`src/rtl/btn_pkg.sv`:
```
// Shared types and default constants for the push-button conditioner.
package btn_pkg;

  typedef enum logic [1:0] {
    LOW       = 2'd0,
    WAIT_HIGH = 2'd1,
    HIGH      = 2'd2,
    WAIT_LOW  = 2'd3
  } btn_state_t;

  localparam int DEF_N_BTNS          = 5;
  localparam int DEF_DEBOUNCE_CYCLES = 500000;
  localparam int DEF_REPEAT_DELAY    = 25000000;
  localparam int DEF_REPEAT_PERIOD   = 5000000;

endpackage

```
`src/rtl/btn_debounce_ch.sv`:
```
// One button channel: 2-flop synchroniser, stable-run debounce FSM, press/release pulses.
// Optional hold-to-repeat presses are built only when BTN_REPEAT_EN is defined.
import btn_pkg::*;

module btn_debounce_ch #(
  parameter int DEBOUNCE_CYCLES = DEF_DEBOUNCE_CYCLES,
  parameter int REPEAT_DELAY    = DEF_REPEAT_DELAY,
  parameter int REPEAT_PERIOD   = DEF_REPEAT_PERIOD
) (
  input  logic clk,
  input  logic rst_n,
  input  logic btn_raw,
  output logic btn_level,
  output logic btn_press,
  output logic btn_release
);

  localparam int CNT_W = $clog2(DEBOUNCE_CYCLES + 1);
  localparam logic [CNT_W-1:0] CNT_LAST = CNT_W'(DEBOUNCE_CYCLES - 1);

  if (DEBOUNCE_CYCLES < 1 || REPEAT_DELAY < 1 || REPEAT_PERIOD < 1) begin : g_bad_param
    $error("btn_debounce_ch: cycle parameters must be at least 1");
  end

  logic sync1_q, sync2_q;
  btn_state_t state_q, state_d;
  logic [CNT_W-1:0] cnt_q, cnt_d, cnt_inc;
  logic level_q, level_d, press_q, press_d, release_q, release_d;

`ifdef BTN_REPEAT_EN
  localparam int REP_MAX = (REPEAT_DELAY > REPEAT_PERIOD) ? REPEAT_DELAY : REPEAT_PERIOD;
  localparam int REP_W   = $clog2(REP_MAX + 1);
  logic [REP_W-1:0] rep_q, rep_d, rep_last;
  logic armed_q, armed_d;
`endif

  assign cnt_inc = (cnt_q == {CNT_W{1'b1}}) ? cnt_q : cnt_q + CNT_W'(1);

  always_comb begin
    state_d   = state_q;
    cnt_d     = cnt_q;
    level_d   = level_q;
    press_d   = 1'b0;
    release_d = 1'b0;
    case (state_q)
      LOW: begin
        if (sync2_q) begin
          if (DEBOUNCE_CYCLES == 1) begin
            state_d = HIGH;
            level_d = 1'b1;
            press_d = 1'b1;
          end else begin
            state_d = WAIT_HIGH;
            cnt_d   = CNT_W'(1);
          end
        end
      end
      WAIT_HIGH: begin
        if (!sync2_q) begin
          state_d = LOW;
          cnt_d   = '0;
        end else if (cnt_q == CNT_LAST) begin
          state_d = HIGH;
          cnt_d   = '0;
          level_d = 1'b1;
          press_d = 1'b1;
        end else begin
          cnt_d = cnt_inc;
        end
      end
      HIGH: begin
        if (!sync2_q) begin
          if (DEBOUNCE_CYCLES == 1) begin
            state_d   = LOW;
            level_d   = 1'b0;
            release_d = 1'b1;
          end else begin
            state_d = WAIT_LOW;
            cnt_d   = CNT_W'(1);
          end
        end
      end
      WAIT_LOW: begin
        if (sync2_q) begin
          state_d = HIGH;
          cnt_d   = '0;
        end else if (cnt_q == CNT_LAST) begin
          state_d   = LOW;
          cnt_d     = '0;
          level_d   = 1'b0;
          release_d = 1'b1;
        end else begin
          cnt_d = cnt_inc;
        end
      end
      default: begin
        state_d = LOW;
        cnt_d   = '0;
      end
    endcase

`ifdef BTN_REPEAT_EN
    // Repeat timer only advances while settled in HIGH; it freezes through WAIT_LOW bounces.
    rep_d    = rep_q;
    armed_d  = armed_q;
    rep_last = armed_q ? REP_W'(REPEAT_PERIOD - 1) : REP_W'(REPEAT_DELAY - 1);
    if (state_q == HIGH && state_d == HIGH) begin
      if (rep_q == rep_last) begin
        press_d = 1'b1;
        rep_d   = '0;
        armed_d = 1'b1;
      end else begin
        rep_d = rep_q + REP_W'(1);
      end
    end else if (state_d == LOW) begin
      rep_d   = '0;
      armed_d = 1'b0;
    end
`endif
  end

  always_ff @(posedge clk or negedge rst_n) begin
    if (!rst_n) begin
      sync1_q   <= 1'b0;
      sync2_q   <= 1'b0;
      state_q   <= LOW;
      cnt_q     <= '0;
      level_q   <= 1'b0;
      press_q   <= 1'b0;
      release_q <= 1'b0;
    end else begin
      sync1_q   <= btn_raw;
      sync2_q   <= sync1_q;
      state_q   <= state_d;
      cnt_q     <= cnt_d;
      level_q   <= level_d;
      press_q   <= press_d;
      release_q <= release_d;
    end
  end

`ifdef BTN_REPEAT_EN
  always_ff @(posedge clk or negedge rst_n) begin
    if (!rst_n) begin
      rep_q   <= '0;
      armed_q <= 1'b0;
    end else begin
      rep_q   <= rep_d;
      armed_q <= armed_d;
    end
  end
`endif

  assign btn_level   = level_q;
  assign btn_press   = press_q;
  assign btn_release = release_q;

endmodule

```
`src/rtl/btn_conditioner.sv`:
```
// Conditions N_BTNS raw push-buttons into clean levels plus press/release pulses.
// Define BTN_REPEAT_EN to add hold-to-repeat presses on every channel.
import btn_pkg::*;

module btn_conditioner #(
  parameter int N_BTNS          = DEF_N_BTNS,
  parameter int DEBOUNCE_CYCLES = DEF_DEBOUNCE_CYCLES,
  parameter int REPEAT_DELAY    = DEF_REPEAT_DELAY,
  parameter int REPEAT_PERIOD   = DEF_REPEAT_PERIOD
) (
  input  logic              clk,
  input  logic              rst_n,
  input  logic [N_BTNS-1:0] btn_raw,
  output logic [N_BTNS-1:0] btn_level,
  output logic [N_BTNS-1:0] btn_press,
  output logic [N_BTNS-1:0] btn_release
);

  for (genvar i = 0; i < N_BTNS; i++) begin : g_ch
    btn_debounce_ch #(
      .DEBOUNCE_CYCLES(DEBOUNCE_CYCLES),
      .REPEAT_DELAY   (REPEAT_DELAY),
      .REPEAT_PERIOD  (REPEAT_PERIOD)
    ) u_ch (
      .clk        (clk),
      .rst_n      (rst_n),
      .btn_raw    (btn_raw[i]),
      .btn_level  (btn_level[i]),
      .btn_press  (btn_press[i]),
      .btn_release(btn_release[i])
    );
  end

endmodule

```
`config.mk`:
```
export PLATFORM = sky130hd
export DESIGN_NAME = btn_conditioner
export DESIGN_NICKNAME = d
export VERILOG_FILES = /design/src/rtl/btn_pkg.sv /design/src/rtl/btn_debounce_ch.sv /design/src/rtl/btn_conditioner.sv
export SDC_FILE = /design/constraint.sdc
export NUM_CORES = 1
export LEC_CHECK = 0
export BUFFER_PORTS_ARGS = -buffer_cell sky130_fd_sc_hd__buf_2
export CAP_MARGIN = 20
export CORE_ASPECT_RATIO = 0.5
export CORE_MARGIN = 5
export CORE_UTILIZATION = 45
export DETAILED_ROUTE_END_ITERATION = 10
export SYNTH_ARGS = -nofsm -noshare
export SYNTH_HDL_FRONTEND = slang
export SYNTH_SLANG_ARGS = --single-unit
```
`constraint.sdc`:
```
create_clock -name clk -period 3.3 [get_ports clk]
set_input_delay 0 -clock clk [delete_from_list [all_inputs] [get_ports clk]]
set_output_delay 0 -clock clk [all_outputs]
set_load 0.01 [all_outputs]
```
==> results by group <==
Drt
  – Drt pass-1 iters: 5
  – Drt initial violations: 486
  – # DRC: 0
  – Per-cell routed wire length: 15.8 microns
  – Detailed Route WL: 16100 microns
  – Via count: 6144
  – Final ANT Viol Nets: 0
  – Post-DR vias/cell: 6.03

Yosys
  – Mapped Nets: 809
  – Post-synth ARST share: 100%
  – Post-synthesis sequential area ratio: 45.9%
  – Synth warnings: 0
  – Mean Syn Cell Area: 8.90 sq um
  – Top_reg_cell synth: dfrtp_1
  – Number of flops mapped to enable cells by yosys: 0
  – Distinct cells, synth: 67
  – Post-Syn Instances: 797
  – FF+latch count, synth: 130
  – Area of the mapped netlist: 7090 sq um

Finish
  – # fillers: 1424
  – Layout cells sized above 1: 10.2%
  – Post-Layout Cell Count: 1019
  – Core Util, Final: 51.3%
  – Design Area, Final: 7920 sq um
  – Nets: 814
  – Layout area overhead: 11.6%
  – Most common cell after layout, fill and taps aside: dfrtp_1
  – Most frequent cells in the layout: 130 x dfrtp_1, 72 x nand2_1, 64 x nand3_1, 62 x a21oi_1, 52 x a31oi_1
  – N_diodes: 0

Global route
  – Vias in the first global route: 5629
  – GRT Overall Usage: 17.7%
  – First-pass GRT wire length: 27500 microns
  – Initial antenna violation count: 0
  – Largest net degree at the start of global routing: 82
  – Total global routing overflow: 0

Timing
  – Number of setup violations in the final report: 0
  – Fin crit share: 73.1%
  – Clk_skew: 8.81 ps
  – Final hold vios: 0
  – Worst rel slew slack: 32.5%
  – Slew @ Worst Pin: 1010 ps
  – Max Freq: 0.414 GHz
  – Worst Hold Margin: 186 ps
  – RSZ-0062 raised after global routing: no
  – Final worst slack: 886 ps
  – Final TNS setup: 0 ps
  – Final slew viol count: 0
  – Post-layout min period: 2410 ps

Floorplan
  – Core footprint: 15400 sq um
  – Die X: 188 microns
  – Io pins: 22
  – Initial Util: 46.0%
  – Die footprint: 18500 sq um
  – Die Span Y: 98.8 microns
  – # rows: 32

Clock tree
  – Clk_lat worst skew: 420 ps
  – CTS H-Tree Depth: 4
  – Clock sink count: 130
  – Number of CTS-inserted buffers: 17
  – Clk root buf: clkbuf_16
  – Setup Fix Bufs, Post-CTS: 0
  – Maximum buffer depth of the clock tree: 2
  – Reg clk slew, reported paths: 60 ps
  – CTS tree: done

Worst setup path
  – Worst Path Required: 3630 ps
  – Critical Path End Type: flop
  – Crit-path cells: ha_1, nand4_1, nor2_1, a21oi_2, buf_4, o21ai_0, a31oi_1
  – Reg2Reg Setup Slack: 890 ps
  – Setup CP Type: reg2reg
  – Arr. time, crit path: 2750 ps
  – CP max stage delay: 760 ps
  – CP max stage cell: a21oi_2
  – Reg2Reg Launch Point: g_ch[3].u_ch.cnt_q[0]
  – Crit path launch type: flop
  – Critical path peak fanout: 23
  – Critical path launch point: g_ch[3].u_ch.cnt_q[0]

Power
  – Peak supply drop: 0.348 mV
  – Total power draw: 3.87 mW
  – P per Cell Area: 489 nW/um^2
  – Leakage Power: 3.21 nW

Min path
  – Worst hold path type: in2async

Placement
  – GPL Wtd Cong: 0.859
  – Dpl hpwl: 10900 microns
  – Placed Cells: 981
  – DP Worst Slack: 894 ps
  – Port Buffers: 21
  – Placed cell area: 7290 sq um

Outcome
  – Status: finished, final reports clean

Run
  – Total of max-cap violations: 0
## Yosys cell counts, types with 3 or more instances
master	n	area share (%)
nor2_1	51	2.7
buf_4	16	1.7
nand3_1	64	4.5
ha_1	5	0.88
and4_1	9	1.1
and3_1	15	1.3
nor3b_1	4	0.42
nand4_1	27	2.4
or4_1	11	1.2
nand2b_1	3	0.26
nor2b_1	3	0.26
a31oi_1	52	4.6
nand2_1	72	3.8
a41oi_1	16	2.0
o31ai_1	7	0.74
nor4_1	11	0.97
clkbuf_1	21	1.1
a21o_1	12	1.3
xor2_1	5	0.62
buf_2	12	0.85
a2bb2oi_1	4	0.49
o21ai_0	50	3.5
a21oi_1	65	4.6
a211o_1	3	0.37
a32o_1	3	0.42
or3_1	6	0.53
nor4b_1	5	0.62
o311ai_0	3	0.37
or2_2	9	0.79
nor4bb_1	3	0.42
and2_1	7	0.62
inv_1	25	1.3
dfrtp_1	130	46
o211ai_1	12	1.3
nor3_1	15	1.1
## final cells by class
| class | instances | area, sq um | area share [%] |
|---|---|---|---|
| Inverter | 25 | 93.8 | 1.19 |
| Timing Repair Buffer | 36 | 251 | 3.18 |
| Clock inverter | 14 | 129 | 1.63 |
| Sequential cell | 130 | 3250 | 41.1 |
| Clock buffer | 18 | 439 | 5.55 |
| Multi-Input combinational cell | 592 | 3490 | 44.1 |
| Tap cell | 204 | 255 | 3.22 |
## per-layer routing
metal | GRT usage, % | routed length, microns | vias to the layer above
li1 | - | - | 3041
met1 | 24.7 | 8200 | 2987
met2 | 28.1 | 7340 | 102
met3 | 3.96 | 467 | 14
met4 | 5.02 | 134 | 0
met5 | 0 | 0 | -
## worst max-delay path: cells and delay by family, from the launching register on
| family | cells | cell delay (ps) |
|---|---|---|
| adder cells (fa/ha/maj) | 1 | 270 |
| AO/OA/AOI/OAI | 3 | 1040 |
| buffers and inverters | 1 | 280 |
| flip-flops | 1 | 420 |
| AND/OR/NAND/NOR | 2 | 320 |
## report_power, final
group	internal (mW)	total [mW]	switching, mW
Sequential	1.65	1.73	0.0810
Clock	1.06	1.82	0.757
Combinational	0.111	0.319	0.208
Total	2.82	3.87	1.05
## registers in the layout, indices dropped and copies added (netlist names), named ones only
signal,cells
g_ch.u_ch.sync1_q,5
g_ch.u_ch.btn_press,5
g_ch.u_ch.btn_level,5
g_ch.u_ch.btn_release,5
g_ch.u_ch.sync2_q,5
g_ch.u_ch.state_q,5
g_ch.u_ch.cnt_q,95
## logic make-up after synthesis
family                     Yosys count  share of synthesized area (%)
AOI/OAI and AO/OA                  252                           22.6
xor gates and xnor gates             6                          0.741
adders and majority gates            5                          0.882
buffers and inverters               75                           5.03
DFF                                130                           45.9
muxes                                3                          0.459
and+or+nand+nor                    326                           24.4
## final timing paths
| path | endpoint | depth (start not counted) |
|---|---|---|
| max | g_ch[3].u_ch.cnt_q[10] | 7 |
| min | g_ch[2].u_ch.cnt_q[14] | 2 |
| max reg2reg | g_ch[3].u_ch.cnt_q[10] | 7 |
| min reg2reg | g_ch[2].u_ch.sync2_q | 0 |
| max in group asynchronous | g_ch[1].u_ch.cnt_q[0] | 3 |
| min in group clk | g_ch[3].u_ch.sync1_q | 2 |
## repair_timing
action | 4_1_cts | 5_1_grt
endpoints found under the hold margin | 85 | 0
hold buffers | 6 | 0
gates resized for setup | 0 | 0
Power figures use the tool's default switching activity.
